===== src/rtl/pm_pkg.sv =====
// ---------------------------------------------------------------------------
// pm_pkg
// Shared definitions for the parking-meter timer responder.
//   CNT_W       width of the tick-remaining and completed-run counters
//   pm_state_e  timer FSM state encoding (IDLE, RUN, GAP)
//   cnt_inc     modulo-2^CNT_W increment used by the run counter
// ---------------------------------------------------------------------------
package pm_pkg;

  localparam int unsigned CNT_W = 4;

  typedef enum logic [1:0] {
    ST_IDLE = 2'd0,
    ST_RUN  = 2'd1,
    ST_GAP  = 2'd2
  } pm_state_e;

  // Wrapping increment; 15 rolls over to 0.
  function automatic logic [CNT_W-1:0] cnt_inc(input logic [CNT_W-1:0] v);
    return v + 4'd1;
  endfunction

endpackage


===== src/rtl/pm_prescaler.sv =====
// ---------------------------------------------------------------------------
// pm_prescaler
// Modulo-PRESCALE cycle counter that produces one timer tick per PRESCALE
// enabled clock cycles.
// Ports:
//   clk  in   system clock, rising edge
//   rst  in   asynchronous active-high reset
//   en   in   count enable
//   clr  in   synchronous clear (wins over en)
//   tc   out  terminal-count pulse; high in the enabled cycle in which the
//             counter sits at PRESCALE-1 (every enabled cycle when PRESCALE=1)
// ---------------------------------------------------------------------------
module pm_prescaler #(
  parameter int unsigned PRESCALE = 1
) (
  input  logic clk,
  input  logic rst,
  input  logic en,
  input  logic clr,
  output logic tc
);

  localparam int unsigned   PW   = (PRESCALE > 1) ? $clog2(PRESCALE) : 1;
  localparam logic [PW-1:0] LAST = PW'(PRESCALE - 1);

  logic [PW-1:0] cnt_q;
  logic [PW-1:0] cnt_d;

  // Next count and terminal-count decode.
  always_comb begin
    cnt_d = cnt_q;
    tc    = 1'b0;
    if (clr) begin
      cnt_d = '0;
    end else if (en) begin
      if (cnt_q == LAST) begin
        cnt_d = '0;
        tc    = 1'b1;
      end else begin
        cnt_d = cnt_q + PW'(1);
      end
    end else begin
      cnt_d = cnt_q;
    end
  end

  // Count register.
  always_ff @(posedge clk or posedge rst) begin
    if (rst) begin
      cnt_q <= '0;
    end else begin
      cnt_q <= cnt_d;
    end
  end

endmodule


===== src/rtl/pm_timer.sv =====
// ---------------------------------------------------------------------------
// pm_timer
// Timer responder for the parking-meter controller. A rising edge on ct
// starts a run: t is driven low for TICKS*PRESCALE cycles, then held high
// for at least GAP cycles before another run may start. One extra request
// arriving during RUN/GAP is queued.
// Parameters:
//   PRESCALE  clock cycles per tick (>=1)
//   TICKS     ticks per run (1..15)
//   GAP       minimum high cycles between consecutive runs (>=1)
// Ports:
//   clk   in   system clock, rising edge
//   rst   in   asynchronous active-high reset
//   ct    in   start-timer request (rising edge = one request)
//   clr   in   synchronous abort; drops run and pending request
//   t     out  timer line, idles high, low while running
//   rem   out  ticks remaining in the current run, 0 when not running
//   done  out  one-cycle pulse as t returns high after a completed run
//   runs  out  completed-run count, wraps 15->0
//   busy  out  high in RUN or GAP
// All outputs are registered.
// ---------------------------------------------------------------------------
module pm_timer
  import pm_pkg::*;
#(
  parameter int unsigned PRESCALE = 1,
  parameter int unsigned TICKS    = 4,
  parameter int unsigned GAP      = 1
) (
  input  logic             clk,
  input  logic             rst,
  input  logic             ct,
  input  logic             clr,
  output logic             t,
  output logic [CNT_W-1:0] rem,
  output logic             done,
  output logic [CNT_W-1:0] runs,
  output logic             busy
);

  localparam logic [CNT_W-1:0] TICKS_V  = CNT_W'(TICKS);
  localparam int unsigned      GW       = (GAP > 1) ? $clog2(GAP) : 1;
  localparam logic [GW-1:0]    GAP_LAST = GW'(GAP - 1);

  pm_state_e        state_q, state_d;
  logic [CNT_W-1:0] rem_q, rem_d;
  logic [CNT_W-1:0] runs_q, runs_d;
  logic [GW-1:0]    gap_q, gap_d;
  logic             pend_q, pend_d;
  logic             done_q, done_d;
  logic             t_q, t_d;
  logic             busy_q, busy_d;
  logic             ct_prev_q;
  logic             req_s;
  logic             tick_s;
  logic             pre_clr_s;
  logic             pre_en_s;

  // A held ct is one request: only a 0->1 transition counts.
  assign req_s = ct & ~ct_prev_q;

  // The prescaler is held at zero outside RUN so every run starts on a
  // fresh tick boundary.
  assign pre_en_s  = (state_q == ST_RUN);
  assign pre_clr_s = (state_q != ST_RUN) | clr;

  pm_prescaler #(
    .PRESCALE(PRESCALE)
  ) u_prescaler (
    .clk(clk),
    .rst(rst),
    .en (pre_en_s),
    .clr(pre_clr_s),
    .tc (tick_s)
  );

  // Next-state, counters, pending latch and output decode.
  always_comb begin
    state_d = state_q;
    rem_d   = rem_q;
    runs_d  = runs_q;
    gap_d   = gap_q;
    pend_d  = pend_q;
    done_d  = 1'b0;

    case (state_q)
      ST_IDLE: begin
        if (req_s) begin
          state_d = ST_RUN;
          rem_d   = TICKS_V;
        end else begin
          state_d = ST_IDLE;
        end
      end

      ST_RUN: begin
        // A request arriving on the completing cycle still lands here and
        // is served after the gap.
        if (req_s) begin
          pend_d = 1'b1;
        end else begin
          pend_d = pend_q;
        end
        if (tick_s) begin
          if (rem_q == 4'd1) begin
            state_d = ST_GAP;
            rem_d   = 4'd0;
            done_d  = 1'b1;
            runs_d  = cnt_inc(runs_q);
            gap_d   = '0;
          end else begin
            rem_d = rem_q - 4'd1;
          end
        end else begin
          rem_d = rem_q;
        end
      end

      ST_GAP: begin
        if (gap_q == GAP_LAST) begin
          // A request on the exit cycle itself is honoured like a pending one.
          if (pend_q || req_s) begin
            state_d = ST_RUN;
            rem_d   = TICKS_V;
            pend_d  = 1'b0;
          end else begin
            state_d = ST_IDLE;
          end
        end else begin
          gap_d = gap_q + GW'(1);
          if (req_s) begin
            pend_d = 1'b1;
          end else begin
            pend_d = pend_q;
          end
        end
      end

      default: begin
        state_d = ST_IDLE;
        rem_d   = 4'd0;
        pend_d  = 1'b0;
        gap_d   = '0;
      end
    endcase

    // Abort overrides everything above except the completed-run count.
    if (clr) begin
      state_d = ST_IDLE;
      rem_d   = 4'd0;
      pend_d  = 1'b0;
      done_d  = 1'b0;
      gap_d   = '0;
      runs_d  = runs_q;
    end else begin
      runs_d = runs_d;
    end

    t_d    = (state_d != ST_RUN);
    busy_d = (state_d != ST_IDLE);
  end

  // State, counters and registered outputs.
  always_ff @(posedge clk or posedge rst) begin
    if (rst) begin
      state_q   <= ST_IDLE;
      rem_q     <= 4'd0;
      runs_q    <= 4'd0;
      gap_q     <= '0;
      pend_q    <= 1'b0;
      done_q    <= 1'b0;
      t_q       <= 1'b1;
      busy_q    <= 1'b0;
      ct_prev_q <= 1'b0;
    end else begin
      state_q   <= state_d;
      rem_q     <= rem_d;
      runs_q    <= runs_d;
      gap_q     <= gap_d;
      pend_q    <= pend_d;
      done_q    <= done_d;
      t_q       <= t_d;
      busy_q    <= busy_d;
      ct_prev_q <= ct;
    end
  end

  assign t    = t_q;
  assign rem  = rem_q;
  assign done = done_q;
  assign runs = runs_q;
  assign busy = busy_q;

endmodule


===== config.mk =====
export PLATFORM = sky130hd
export DESIGN_NAME = pm_timer
export DESIGN_NICKNAME = d
export VERILOG_FILES = /design/src/rtl/pm_pkg.sv /design/src/rtl/pm_prescaler.sv /design/src/rtl/pm_timer.sv
export SDC_FILE = /design/constraint.sdc
export NUM_CORES = 1
export LEC_CHECK = 0
export ABC_AREA = 1
export CAP_MARGIN = 20
export CORE_UTILIZATION = 50
export DETAILED_ROUTE_END_ITERATION = 8
export PLACE_DENSITY = 0.76
export SYNTH_ARGS = -nofsm -noshare
export SYNTH_HDL_FRONTEND = slang
export SYNTH_SLANG_ARGS = --single-unit

===== constraint.sdc =====
create_clock -name clk -period 1.65 [get_ports clk]
set_clock_uncertainty 0.2 [all_clocks]
set_input_delay 0.4125 -clock clk [delete_from_list [all_inputs] [get_ports clk]]
set_output_delay 0.4125 -clock clk [all_outputs]
set_load 0.1 [all_outputs]

* Word-level counts from Yosys, hierarchy flattened
Cells that the tools add are included.
Word-level totals: bits in registers 17, output and inout port bits 11, word-level logic and storage cells 72
Operators by class: equality and inequality tests 12, reduce and logical (&&, ||, !) cells 8, bitwise operators 4, $add $sub $neg 4, multiplexer cells 34
Operators by type and width (number):
- $mux W4 | 6
- $mux W1 | 20
- $ne A3 B3 Y1 const B | 4
- $pmux W4 S3 | 1
- $mux W2 | 4
- $reduce_and A4 Y1 | 2
- $pmux W1 S3 | 2
- $pmux W2 S3 | 1
- $add A4 B1 Y4 const B | 1
- $eq A4 B1 Y1 const B | 1
- $ne A2 B1 Y1 const B | 2
- $ne A4 B4 Y1 const B | 1
- $reduce_bool A2 Y1 | 2
- $sub A4 B1 Y4 const B | 1
- $ne A3 B2 Y1 const B | 1
- $reduce_and A3 Y1 | 1
- $add A1 B1 Y1 const B | 2
- $eq A2 B1 Y1 const B | 1
- $eq A2 B2 Y1 const B | 1
- $logic_not A2 Y1 | 1
- $ne A2 B2 Y1 const B | 1
- $not A1 Y1 | 2
- $reduce_and A2 Y1 | 1
- $and A1 B1 Y1 | 1
- 2 further kinds | 2

* Longest topological paths before layout
word-level depth 8, depth in mapped cells 9, mapped depth without buffers 9

* Cells and area by module
From an unflattened synthesis, not the netlist that was laid out.
Second synthesis, totals: cells, all modules 112, area total of the unflattened synthesis 897.1 um^2
By module, submodules not included:
- pm_timer | times used 1, cells each 110, area each 887.1 um^2
- pm_prescaler | times used 1, cells each 2, area each 10.0 um^2

* Worst setup path after synthesis
OpenSTA, ideal clock, no wires.
path kind reg2reg, from reg rem_q[1] (netlist: rem[1]), to reg busy_q (netlist: busy), period minus slack after synthesis 2.072 ns, buffers on the path 0, library setup time 0.120 ns, stages on the path, launching flop included 7, arrival 1.752 ns, path slack -0.422 ns, path through dfrtp_1 -> inv_1 -> ha_1 -> nand2_2 -> inv_1 -> o21ai_2 -> nand2_2
Between the ends: word-level cells in the longest chain between the ends 6
Ends and longest elaborated chain:
- start: declaration | line pm_timer.sv:46 | logic [CNT_W-1:0] rem_q, rem_d;
- start signal: assignment | line pm_timer.sv:177 | rem_q <= rem_d;
- $eq A4 B1 Y1 | line pm_timer.sv:105 | if (rem_q == 4'd1) begin
- $mux W2 | line pm_timer.sv:105
- $mux W2 | line pm_timer.sv:104 | if (tick_s) begin
- $pmux W2 S3 | line pm_timer.sv:86 | case (state_q)
- $mux W2 | line pm_timer.sv:148 | if (clr) begin
- $reduce_bool A2 Y1 | line pm_timer.sv:160 | busy_d = (state_d != ST_IDLE);
- named net busy_d | line pm_timer.sv:52 | logic busy_q, busy_d;
- end signal: assignment | line pm_timer.sv:183 | busy_q <= busy_d;
- end: declaration | line pm_timer.sv:52
The timed path passes the listed nets, and every way through them passes these cells. A chain may end at the register's enable or synchronous reset.

* Worst setup path after layout
from reg t_q (netlist: t), to out t
RTL lines:
- start: declaration | line pm_timer.sv:51 | logic t_q, t_d;
- start signal: assignment | line pm_timer.sv:182 | t_q <= t_d;
- end: declaration | line pm_timer.sv:34 | output logic t,
No word-level cell between the ends.

==> impl_metrics.json <==
{
  "slew_headroom": 0.810,
  "pwr_density_cell_nw_per_um2": 669,
  "syn-instance-count": 110,
  "synth_top_area_share": 0.405,
  "worst_slack_ns": 0.0307,
  "ioPinCount": 15,
  "die-area_um2": 1900,
  "place_congestion": 0.909,
  "synthTopCellsByArea": "dfrtp_1 40%, nand2_1 13%, ha_1 10%",
  "final-hold-violation-count": 0,
  "grt.overflow.total": 0,
  "dr.pass1.iters": 6,
  "path_cells": "buf_12",
  "crit_path_max_fanout": 1,
  "worst-path-buf-inv": 1,
  "dp_slack_ns": -0.211,
  "grtUsageTotal": 0.212,
  "r2r-start": "rem[1]",
  "drive_gt1_frac": 0.372,
  "fmax_mhz": 618,
  "worst_setup_path_end_kind": "output port",
  "synth.distinct_cells": 19,
  "cts_buffer_depth": 2,
  "grt_pass1_vias": 728,
  "port_buffers": 14,
  "maxCapViolCount": 0,
  "drt-total-wl_um": 1840,
  "period_minus_slack_ns": 1.62,
  "dp.cells": 147,
  "layoutNonFillerInstCount": 153,
  "arrival_ns": 1.01,
  "synth_top_area_cell": "dfrtp_1",
  "die_width_um": 43.6,
  "wire_per_inst_um": 12.0,
  "final_antenna_net_count": 0,
  "outcome": "finished with violations",
  "vdd_drop_max_uv": 560,
  "drc": 1,
  "cts-root-buf": "clkbuf_4",
  "setup_viol": 0,
  "place.detailed.hpwl_um": 1390,
  "slowest_delay_ns": 0.55,
  "rows": 14,
  "hold_buffers": 0,
  "seq_area_frac_synth": 0.435,
  "nets": 149,
  "leakage_nw": 0.668,
  "setup.worst_path.class": "register to output port",
  "drtIter0Drc": 26,
  "worst_skew_pair.late_latency_ns": 0.29,
  "hp-class": "primary input to asynchronous set/reset pin",
  "htree_levels": 1,
  "max_slew.worst_pin.slew_ns": 0.285,
  "violations": "DRC",
  "initial_utilization": 0.555,
  "hold-worst-slack_ns": 0.131,
  "fillers": 92,
  "cts_tree": "built",
  "antenna_found_initial": 0,
  "vias_per_cell": 5.07,
  "worst-r2r-cell-count": 6,
  "syn_area_um2": 866,
  "rrSetupSlack_ns": 0.05,
  "clk_pin_slew_worst_paths_ns": 0.10,
  "yosysWarningCount": 0,
  "synthesis.nets": 121,
  "die_h_um": 43.6,
  "num_vias": 775,
  "cts_buffers": 3,
  "grt_pass1_wl_um": 3000,
  "final-max-slew-violation-count": 0,
  "core_area_um2": 1560,
  "critPathRequiredTime_ns": 1.04,
  "r2r_end": "runs[2]",
  "avgSynthCellArea_um2": 7.87,
  "antenna_cells": 0,
  "cts.sinks": 15,
  "ys_ff_latch": 15,
  "critPathLaunchType": "register",
  "finalCritPeriodShare": 0.981,
  "slowest_stage": "dfstp_2",
  "critPathTopFamily": "flip-flops",
  "grt_max_degree": 11,
  "syn_to_final_growth_pct": 49.0
}
-- metrics by stage --
| stage | setup TNS [ns] | cell area, um2 | power [mW] | utilization |
|---|---|---|---|---|
| 2_1_floorplan | 0 | 880 | 0.551 | - |
| 3_3_place_gp | -1.32 | 1210 | 0.638 | 0.779 |
| 3_5_place_dp | -1.96 | 1210 | 0.641 | 0.779 |
| 4_1_cts | 0 | 1240 | 0.852 | 0.797 |
| 5_1_grt | -0.00433 | 1290 | 0.901 | 0.827 |
| 6_report | 0 | 1290 | 0.863 | 0.827 |
-- power breakdown --
group / switching [mW] / internal, mW
sequential: 0.0217 / 0.385
clock: 0.129 / 0.0902
combinational: 0.148 / 0.0889
total: 0.299 / 0.564
-- Yosys cell counts --
master	n
dfstp_2	1
o2bb2ai_1	1
inv_1	22
a21oi_1	1
nand2_1	29
inv_2	1
nand3_2	1
nand3_1	7
nor2_4	1
nor2_2	3
nand2_2	5
nor2_1	9
nor3_1	1
xnor2_1	2
dfrtp_1	14
nand4_1	1
o21ai_0	3
ha_1	7
o21ai_2	1
-- timing repair --
action / in CTS / in global routing
setup endpoints to repair: 0 / 8
gates resized for setup: 0 / 10
buffers inserted: 0 / 2
-- area by class of cell --
type	instances	area (um2)	area share
multi-input cells	72	433	0.336
flip-flops and latches	15	390	0.303
repair buffers	23	333	0.258
inverters	23	86.3	0.0669
clock buffers	3	22.5	0.0175
well taps	16	20.0	0.0155
clock inverters	1	5.00	0.00388
-- cells in the final DEF (no fill, tap or decap), types with 2 or more instances in the layout --
| master | count |
|---|---|
| dfrtp_4 | 2 |
| buf_12 | 12 |
| dfrtp_1 | 7 |
| nand2_2 | 6 |
| inv_1 | 20 |
| clkbuf_4 | 3 |
| nor2_4 | 3 |
| xnor2_1 | 2 |
| nor2_2 | 2 |
| clkdlybuf4s50_1 | 2 |
| nand2_1 | 28 |
| dfrtp_2 | 5 |
| buf_4 | 8 |
| inv_2 | 3 |
| ha_2 | 3 |
| ha_1 | 4 |
| nor2_1 | 8 |
| nand3_1 | 7 |
| o21ai_0 | 3 |
-- sequential cells by signal, indices dropped and copies added, names as in the netlist --
register and flops:
done 1, state_q 2, runs 4, busy 1, pend_q 1, rem 4, ct_prev_q 1, t 1
-- cell families after synthesis --
group | after synthesis | share of synthesized area
AOI/OAI and AO/OA | 6 | 0.0433
xor gates and xnor gates | 2 | 0.0202
adders and majority gates | 7 | 0.101
buffers and inverters | 23 | 0.0997
DFF | 15 | 0.435
and+or+nand+nor | 57 | 0.301
-- per-layer routing --
layer  global-route usage  share of wire  up-vias
li1                     -              -      387
met2                0.328           0.50       19
met5                    0              0        -
met3               0.0375          0.040        5
met1                0.286           0.44      364
met4                0.106          0.017        0
-- worst max-delay path by stage --
stage,from,end,depth (start not counted)
finish,t,t,1
global placement,clr,busy,7
detailed placement,clr,busy,7
CTS,t,t,1
global route,state_q[0],rem[3],7
floorplan,rem[1],runs[2],6
Note: power is estimated with default switching activity, not from simulation.
